File: src/rtl/processador_param.sv
// Parametrised accumulator processor: writable program memory, ACC/B datapath, flags, jumps, output port.
// Two cycles per instruction (FETCH + EXEC); program writes and start accepted only when idle or halted.
module processador_param #(
  parameter int DATA_W = 4,
  parameter int PC_W   = 3
) (
  input  logic              clk,
  input  logic              rst,
  input  logic              start,
  input  logic [DATA_W-1:0] in_a,
  input  logic [DATA_W-1:0] in_b,
  input  logic              prog_we,
  input  logic [PC_W-1:0]   prog_addr,
  input  logic [DATA_W+3:0] prog_data,
  output logic [DATA_W-1:0] acc,
  output logic [DATA_W-1:0] out_data,
  output logic              out_valid,
  output logic [PC_W-1:0]   pc,
  output logic              flag_z,
  output logic              flag_c,
  output logic              busy,
  output logic              halted
);

  typedef enum logic [1:0] {S_IDLE, S_FETCH, S_EXEC, S_HALT} state_t;

  localparam logic [3:0] OP_NOP = 4'h0, OP_LDA = 4'h1, OP_LDI = 4'h2, OP_LDB = 4'h3,
                         OP_ADD = 4'h4, OP_SUB = 4'h5, OP_AND = 4'h6, OP_OR  = 4'h7,
                         OP_XOR = 4'h8, OP_NOT = 4'h9, OP_SHL = 4'hA, OP_SHR = 4'hB,
                         OP_JMP = 4'hC, OP_JZ  = 4'hD, OP_OUT = 4'hE, OP_HLT = 4'hF;

  state_t            state, state_nxt;
  logic [DATA_W+3:0] mem [2**PC_W];
  logic [DATA_W+3:0] ir;
  logic [DATA_W-1:0] b_reg;

  logic [3:0]        op;
  logic [DATA_W-1:0] imm;
  logic [PC_W-1:0]   jmp_tgt;
  logic [DATA_W:0]   sum, diff;
  logic              can_load, launch;

  logic [DATA_W-1:0] acc_nxt, b_nxt;
  logic [PC_W-1:0]   pc_nxt;
  logic              z_nxt, c_nxt, out_en;

  assign op       = ir[DATA_W+3:DATA_W];
  assign imm      = ir[DATA_W-1:0];
  assign jmp_tgt  = PC_W'(imm);
  assign can_load = (state == S_IDLE) || (state == S_HALT);
  assign launch   = can_load && start;
  assign sum      = {1'b0, acc} + {1'b0, b_reg};
  assign diff     = {1'b0, acc} - {1'b0, b_reg};

  // Program memory has no reset so a loaded program survives a reset.
  always_ff @(posedge clk) begin
    if (prog_we && can_load)
      mem[prog_addr] <= prog_data;
  end

  always_ff @(posedge clk or posedge rst) begin
    if (rst) state <= S_IDLE;
    else     state <= state_nxt;
  end

  always_comb begin
    state_nxt = state;
    case (state)
      S_IDLE:  if (start) state_nxt = S_FETCH;
      S_FETCH: state_nxt = S_EXEC;
      S_EXEC:  state_nxt = (op == OP_HLT) ? S_HALT : S_FETCH;
      S_HALT:  if (start) state_nxt = S_FETCH;
      default: state_nxt = S_IDLE;
    endcase
  end

  always_comb begin
    busy   = (state == S_FETCH) || (state == S_EXEC);
    halted = (state == S_HALT);
  end

  always_comb begin
    acc_nxt = acc;
    b_nxt   = b_reg;
    z_nxt   = flag_z;
    c_nxt   = flag_c;
    pc_nxt  = pc + PC_W'(1);
    out_en  = 1'b0;
    case (op)
      OP_LDA: acc_nxt = imm;
      OP_LDI: acc_nxt = in_a;
      OP_LDB: b_nxt   = in_b;
      OP_ADD: begin acc_nxt = sum[DATA_W-1:0];  c_nxt = sum[DATA_W];  end
      OP_SUB: begin acc_nxt = diff[DATA_W-1:0]; c_nxt = diff[DATA_W]; end
      OP_AND: acc_nxt = acc & b_reg;
      OP_OR:  acc_nxt = acc | b_reg;
      OP_XOR: acc_nxt = acc ^ b_reg;
      OP_NOT: acc_nxt = ~acc;
      OP_SHL: begin acc_nxt = {acc[DATA_W-2:0], 1'b0}; c_nxt = acc[DATA_W-1]; end
      OP_SHR: begin acc_nxt = {1'b0, acc[DATA_W-1:1]}; c_nxt = acc[0];        end
      OP_JMP: pc_nxt = jmp_tgt;
      OP_JZ:  if (flag_z) pc_nxt = jmp_tgt;
      OP_OUT: out_en = 1'b1;
      default: ;
    endcase
    // Z tracks every opcode that writes ACC, including those that leave it unchanged in value.
    if (op == OP_LDA || op == OP_LDI || (op >= OP_ADD && op <= OP_SHR))
      z_nxt = (acc_nxt == '0);
  end

  always_ff @(posedge clk or posedge rst) begin
    if (rst) begin
      acc       <= '0;
      b_reg     <= '0;
      ir        <= '0;
      pc        <= '0;
      out_data  <= '0;
      out_valid <= 1'b0;
      flag_z    <= 1'b0;
      flag_c    <= 1'b0;
    end else begin
      out_valid <= 1'b0;
      if (launch)
        pc <= '0;
      if (state == S_FETCH)
        ir <= mem[pc];
      if (state == S_EXEC) begin
        acc    <= acc_nxt;
        b_reg  <= b_nxt;
        flag_z <= z_nxt;
        flag_c <= c_nxt;
        pc     <= pc_nxt;
        if (out_en) begin
          out_data  <= acc;
          out_valid <= 1'b1;
        end
      end
    end
  end

endmodule
File: config.mk
export PLATFORM = sky130hd
export DESIGN_NAME = processador_param
export DESIGN_NICKNAME = d
export VERILOG_FILES = /design/src/rtl/processador_param.sv
export SDC_FILE = /design/constraint.sdc
export NUM_CORES = 1
export LEC_CHECK = 0
export ABC_AREA = 1
export ABC_CLOCK_PERIOD_IN_PS = 2600
export BUFFER_PORTS_ARGS = -buffer_cell sky130_fd_sc_hd__buf_4
export CORE_ASPECT_RATIO = 0.7
export CORE_MARGIN = 2
export CORE_UTILIZATION = 51
export CTS_CLUSTER_DIAMETER = 60
export DETAILED_ROUTE_END_ITERATION = 10
export PLACE_DENSITY = 0.7
export SLEW_MARGIN = 20
export SYNTH_ARGS = -nofsm -noshare
export SYNTH_HDL_FRONTEND = slang
export SYNTH_SLANG_ARGS = --single-unit
export TNS_END_PERCENT = 20
File: constraint.sdc
create_clock -name clk -period 2.6 [get_ports clk]
set_clock_uncertainty 0.15 [all_clocks]
set_input_delay 0.39 -clock clk [delete_from_list [all_inputs] [get_ports clk]]
set_output_delay 0.39 -clock clk [all_outputs]
set_load 0.02 [all_outputs]
; Word-level counts from Yosys, hierarchy flattened
; Memories as Yosys holds them, arrays and structs flattened. A register that Yosys moved wholly into a read port is not among the register bits.
; Cells that the tools add are included.
[classes]
addsub = 3
n_mux = 14
n_eq_ne = 19
order_cmp = 2
bitwise = 4
n_reduce_logical = 16
[ops]
columns = operator, count
row1 = 4-bit one-hot mux with 10 select lines, 1
row2 = "4-bit == test, second input constant", 8
row3 = "4-bit by 3-bit == test with 1-bit output, second input constant", 4
row4 = 3-bit 2-to-1 mux, 3
row5 = "4-bit by 2-bit == test with 1-bit output, second input constant", 2
row6 = 2-bit AND reduction, 4
row7 = 2-bit one-hot mux with 3 select lines, 1
row8 = 3-bit one-hot mux with 2 select lines, 1
row9 = 4-bit by 4-bit adder with 5-bit output, 1
row10 = 1-bit 2-to-1 mux, 5
row11 = 4-bit by 4-bit subtractor with 5-bit output, 1
row12 = 4-bit bitwise AND, 1
row13 = "2-bit == test, second input constant", 2
row14 = "4-bit by 1-bit == test with 1-bit output, second input constant", 1
row15 = "4-bit by 3-bit >= comparator with 1-bit output, second input constant", 1
row16 = "4-bit <= comparator, second input constant", 1
row17 = 4-bit logical NOT, 1
row18 = 1-bit logical OR, 4
row19 = 2-bit 2-to-1 mux, 2
row20 = 4-bit NOT, 1
row21 = 4-bit bitwise OR, 1
row22 = 1-bit one-hot mux with 4 select lines, 1
row23 = 4-bit nonzero test, 1
row24 = 4-bit XOR, 1
row25 = other kinds (7), 9
[totals]
memories = 1
elab_cells = 67
inputBits = 23
out_inout_bits = 16
ff_bits = 20
ram_bits = 64
[mem_list]
columns = memory, words, width, rd, rd_clocked_by_memory_dff, wr, line_no
row1 = mem, 8, 8, 1, 1, 1, 33  ; logic [DATA_W+3:0] mem [2**PC_W];

; Depth between registers and ports, before layout
[depth]
depth_word = 5
mapped_depth = 13
ltp_nobuf = 12

; Worst setup path after synthesis
; No wires, ideal clock.
[synth_path]
path_kind = reg2reg
startpoint = register acc[0]
endpoint = register flag_z
synth_period_minus_slack_ns = 2.064
path_buffers = 0
arrival_ns = 1.836
required_time_ns = 2.372
path_stages_with_launch = 12
slack_ns = 0.536
setup_time_ns = 0.078
cell_sequence = dfrtp_1 inv_1 ha_1 inv_1 fa_1 nand4_1 nand2_1 nor2_1 nand3_1 nand2_1 nand3_1 o21bai_1
[synth_via]
elab_chain_len = 3
word_cells_on_any_way = 8
classes_between = add/sub (2) / mux (1) / bitwise (4) / reduce/logical (1)
[synth_lines]
columns = item, line_no
row1 = from (decl), 15  ; output logic [DATA_W-1:0] acc,
row2 = from (signal assigned), 128  ; acc <= acc_nxt;
row3 = 4-bit by 4-bit subtractor with 5-bit output (tied with other cells), 53  ; assign diff = {1'b0, acc} - {1'b0, b_reg};
row4 = 4-bit one-hot mux with 10 select lines (*), 89  ; case (op)
row5 = 4-bit logical NOT (*), 108  ; z_nxt = (acc_nxt == '0);
row6 = to (signal assigned), 130  ; flag_z <= z_nxt;
row7 = to (decl), 19  ; output logic flag_z,
; Mark *: on every way between the ends. The rest lies on a longest branch, timed or not.
; A chain may end at the register's enable or synchronous reset.

; Final worst setup path
; Ends and elaborated chain as after synthesis.

==> summary.md <==
| Metric | Value |
|---|---|
| Outcome | `finished, final reports clean` |
| Share of cells above drive strength 1 | `0.1505` |
| Post-synthesis mux area share | `0` |
| Antenna Nets Post-Route | `0` |
| Syn nets | `between 400 and 500` |
| Synth Register Bits | `roughly 90` |
| Die width | `around 120 um` |
| Clock Latency Late Sink | `between 300 and 400 ps` |
| IO Pins | `39` |
| Top reg by flops | `mem` |
| Yosys top cell area share | `0.4299` |
| Wire length per cell | `18.63 um` |
| Largest net degree at the start of global routing | `35` |
| Synth Area in Simple Gates | `0.1626` |
| Crit path launch type | `register` |
| Min Clock Period, post-route | `2435 ps` |
| Multi-input gate area | `roughly 1600 um2` |
| Synth cell types | `28` |
| Vert. Die Dim | `~82 um` |
| TritonCTS buffer count | `9` |
| Clk sinks | `just over 90` |
| Largest regs | `mem (64), ir (8)` |
| Pins Over Slew Limit | `0` |
| 1st-iter DRT viols | `roughly 380` |
| DR vias/cell | `5.651` |
| Global route overflow | `0` |
| Placed Area | `between 4000 and 5000 um2` |
| RSZ-0062 raised after global routing | `no` |
| Synth warn | `0` |
| Leak | `~2.2 nW` |
| Ant. Diodes | `0` |
| Clock root cell | `clkbuf_16` |
| Syn Inst Count | `about 450` |
| Max FFs per register | `64` |
| Post-Synth Adder-Cell Area | `0.06493` |
| Bufs on Longest Clock Path | `2` |
| Vias in the first global route | `~3400` |
| DR pass1 iterations | `5` |
| Largest cells by area after synthesis | `edfxtp_1, dfrtp_1, o21ai_0, nor2_1, ha_1` |
| GRT Resource Usage Total | `0.2584` |
| Least-Margin Pin Slew | `approximately 720 ps` |
| Synthesized area | `4471 um2` |
| Fin crit share | `0.9365` |
| Setup ws final | `between 150 and 200 ps` |
| Final Hold Fails | `0` |
| Compound-Gate Fraction of Synth Area | `0.1262` |
| Max VDD drop | `885.1 uV` |
| CTS H-Tree Depth | `3` |
| Flip-flop and latch area | `around 2600 um2` |
| Final WL | `between 10 and 15 mm` |
| Worst slew margin | `0.5197` |
| Fmax | `between 400 and 500 MHz` |
| Setup crit end kind | `register` |
| Final setup viols | `0` |
| PnR Total Power | `between 6 and 7 mW` |
| Crit Path Max Fanout | `6` |
| CP Cell Sequence | `inv_1 -> ha_1 -> inv_1 -> fa_1 -> nand4_1 -> nand2_1 -> nor2_1 -> nand3_1 -> nand2_1 -> nand3_1 -> o21bai_1` |
| Starting Density | `0.5273` |
| Worst path max stage delay | `between 400 and 500 ps` |
| FP Rows | `28` |
| CP Data Arrival Time | `between 2000 and 3000 ps` |
| TNS Setup | `0 ps` |
| Die area | `roughly 9500 um2` |
| Fill cells | `approximately 710` |
| Core Area | `8478 um2` |
| Synthesis-to-layout area growth | `17.83%` |
| Largest family of logic cells by synthesized area | `simple AND/OR/NAND/NOR gates` |
| Port bufs | `38` |
| GPL Wtd Cong | `roughly 1` |
| Critical path type | `register to register` |
| Pre-CTS setup slack | `279.0 ps` |
| Clock-pin slew on the worst setup and hold paths | `60 ps` |
| Sequential element share of the synthesized area | `0.5866` |
| Max-cap violations | `0` |
| Xor/xnor share of the synthesized area | `0.003918` |
| Commonest non-fill, non-tap cell in the layout | `nor2_1` |
| CP required | `roughly 2700 ps` |
| Cell taking the most area after synthesis | `edfxtp_1` |
| Commonest cells after routing, fill and taps aside | `nor2_1, edfxtp_1, nand2_1` |
| Final net count | `roughly 550` |
| Residual DRC | `0` |
| Syn avg cell area | `between 9 and 10 um2` |
| Final instance area | `~5300 um2` |
| Antenna violations before repair | `0` |
| Post-cts sizing count | `0` |
| First-pass GRT wire length | `18.02 mm` |
| Power density over the cells | `between 1000 and 1500 nW/um2` |
| DR vias | `roughly 3500` |
| Hold WC Path Type | `input pin to register` |
| Detail Placement HPWL | `8.001 mm` |
| Slowest-stage cell, CP | `dfrtp_1` |
| CTS tree | `yes` |
| Final hold slack | `about 140 ps` |
==> area by class of cell <==
class,instances,share of cell area
inverter,47,0.03349
sequential,92,0.4979
multi-input combinational,294,0.3036
clock buffer,13,0.04751
timing repair buffer,56,0.08029
clock inverter,3,0.008789
tap,120,0.02850
==> synthesized netlist by cell type <==
master,instances
a21oi_1,10
a22oi_1,1
buf_1,1
buf_2,4
clkbuf_1,13
clkinv_1,1
dfrtp_1,28
edfxtp_1,64
fa_1,2
ha_1,20
inv_1,42
inv_2,4
nand2_1,58
nand3_1,34
nand3b_1,1
nand4_1,8
nor2_1,67
nor2_2,4
nor3_1,1
o211ai_1,7
o21ai_0,56
o21ai_1,2
o21bai_1,2
o221ai_1,10
o22ai_1,7
o311ai_0,2
xnor2_1,1
xor2_1,1
==> kinds of logic after synthesis <==
kind of cell | after synthesis
xor+xnor | 2
simple gates | 173
flops | 92
compound gates | 97
buf+inv | 65
fa+ha+maj | 22
==> report_power, final <==
part	leakage [nW]	switching [mW]	total [mW]	internal (mW)
Clock	0.140	0.523	1.30	0.774
Combinational	1.13	1.83	2.73	0.902
Sequential	0.926	0.242	2.07	1.82
==> critical path, delay by kind of cell (launching register included) <==
| family | cells | cell delay (ps) |
|---|---|---|
| AND/OR/NAND/NOR | 6 | 670 |
| adder cells (fa/ha/maj) | 2 | 640 |
| flip-flops | 1 | 480 |
| buffers and inverters | 2 | 290 |
| AO/OA/AOI/OAI | 1 | 130 |
==> timing repair <==
item	4_1_cts	5_1_grt
endpoints found under the setup margin	0	0
hold buffers	1	0
hold endpoints to repair	22	0
buffers inserted	0	0
==> through the flow <==
step             util  cells
2_1_floorplan       -    451
3_5_place_dp   0.5852    608
5_1_grt        0.6213    625
4_1_cts        0.6213    625
3_3_place_gp   0.5852    608
6_report       0.6213    625
==> worst paths after layout <==
kind / start / endpoint / slack [ps] / depth (start not counted)
max reg2reg: acc[0] / flag_z / 160 / 11
max: acc[0] / flag_z / 160 / 11
min: prog_data[7] / mem[0][7] / 140 / 1
min in group asynchronous: rst / out_data[1] / 540 / 4
min reg2reg: out_data[3] / out_data[3] / 340 / 2
max in group asynchronous: rst / acc[3] / 1470 / 4
==> per-layer routing <==
metal,share of wire,routed length [um],track usage,vias up
met4,0.016,192,0.07262,0
met3,0.089,1038,0.06934,24
met2,0.40,4693,0.3462,177
met5,0,0,0,-
li1,-,-,-,1656
met1,0.49,5719,0.4082,1675
(Power assumes the default switching activity.)
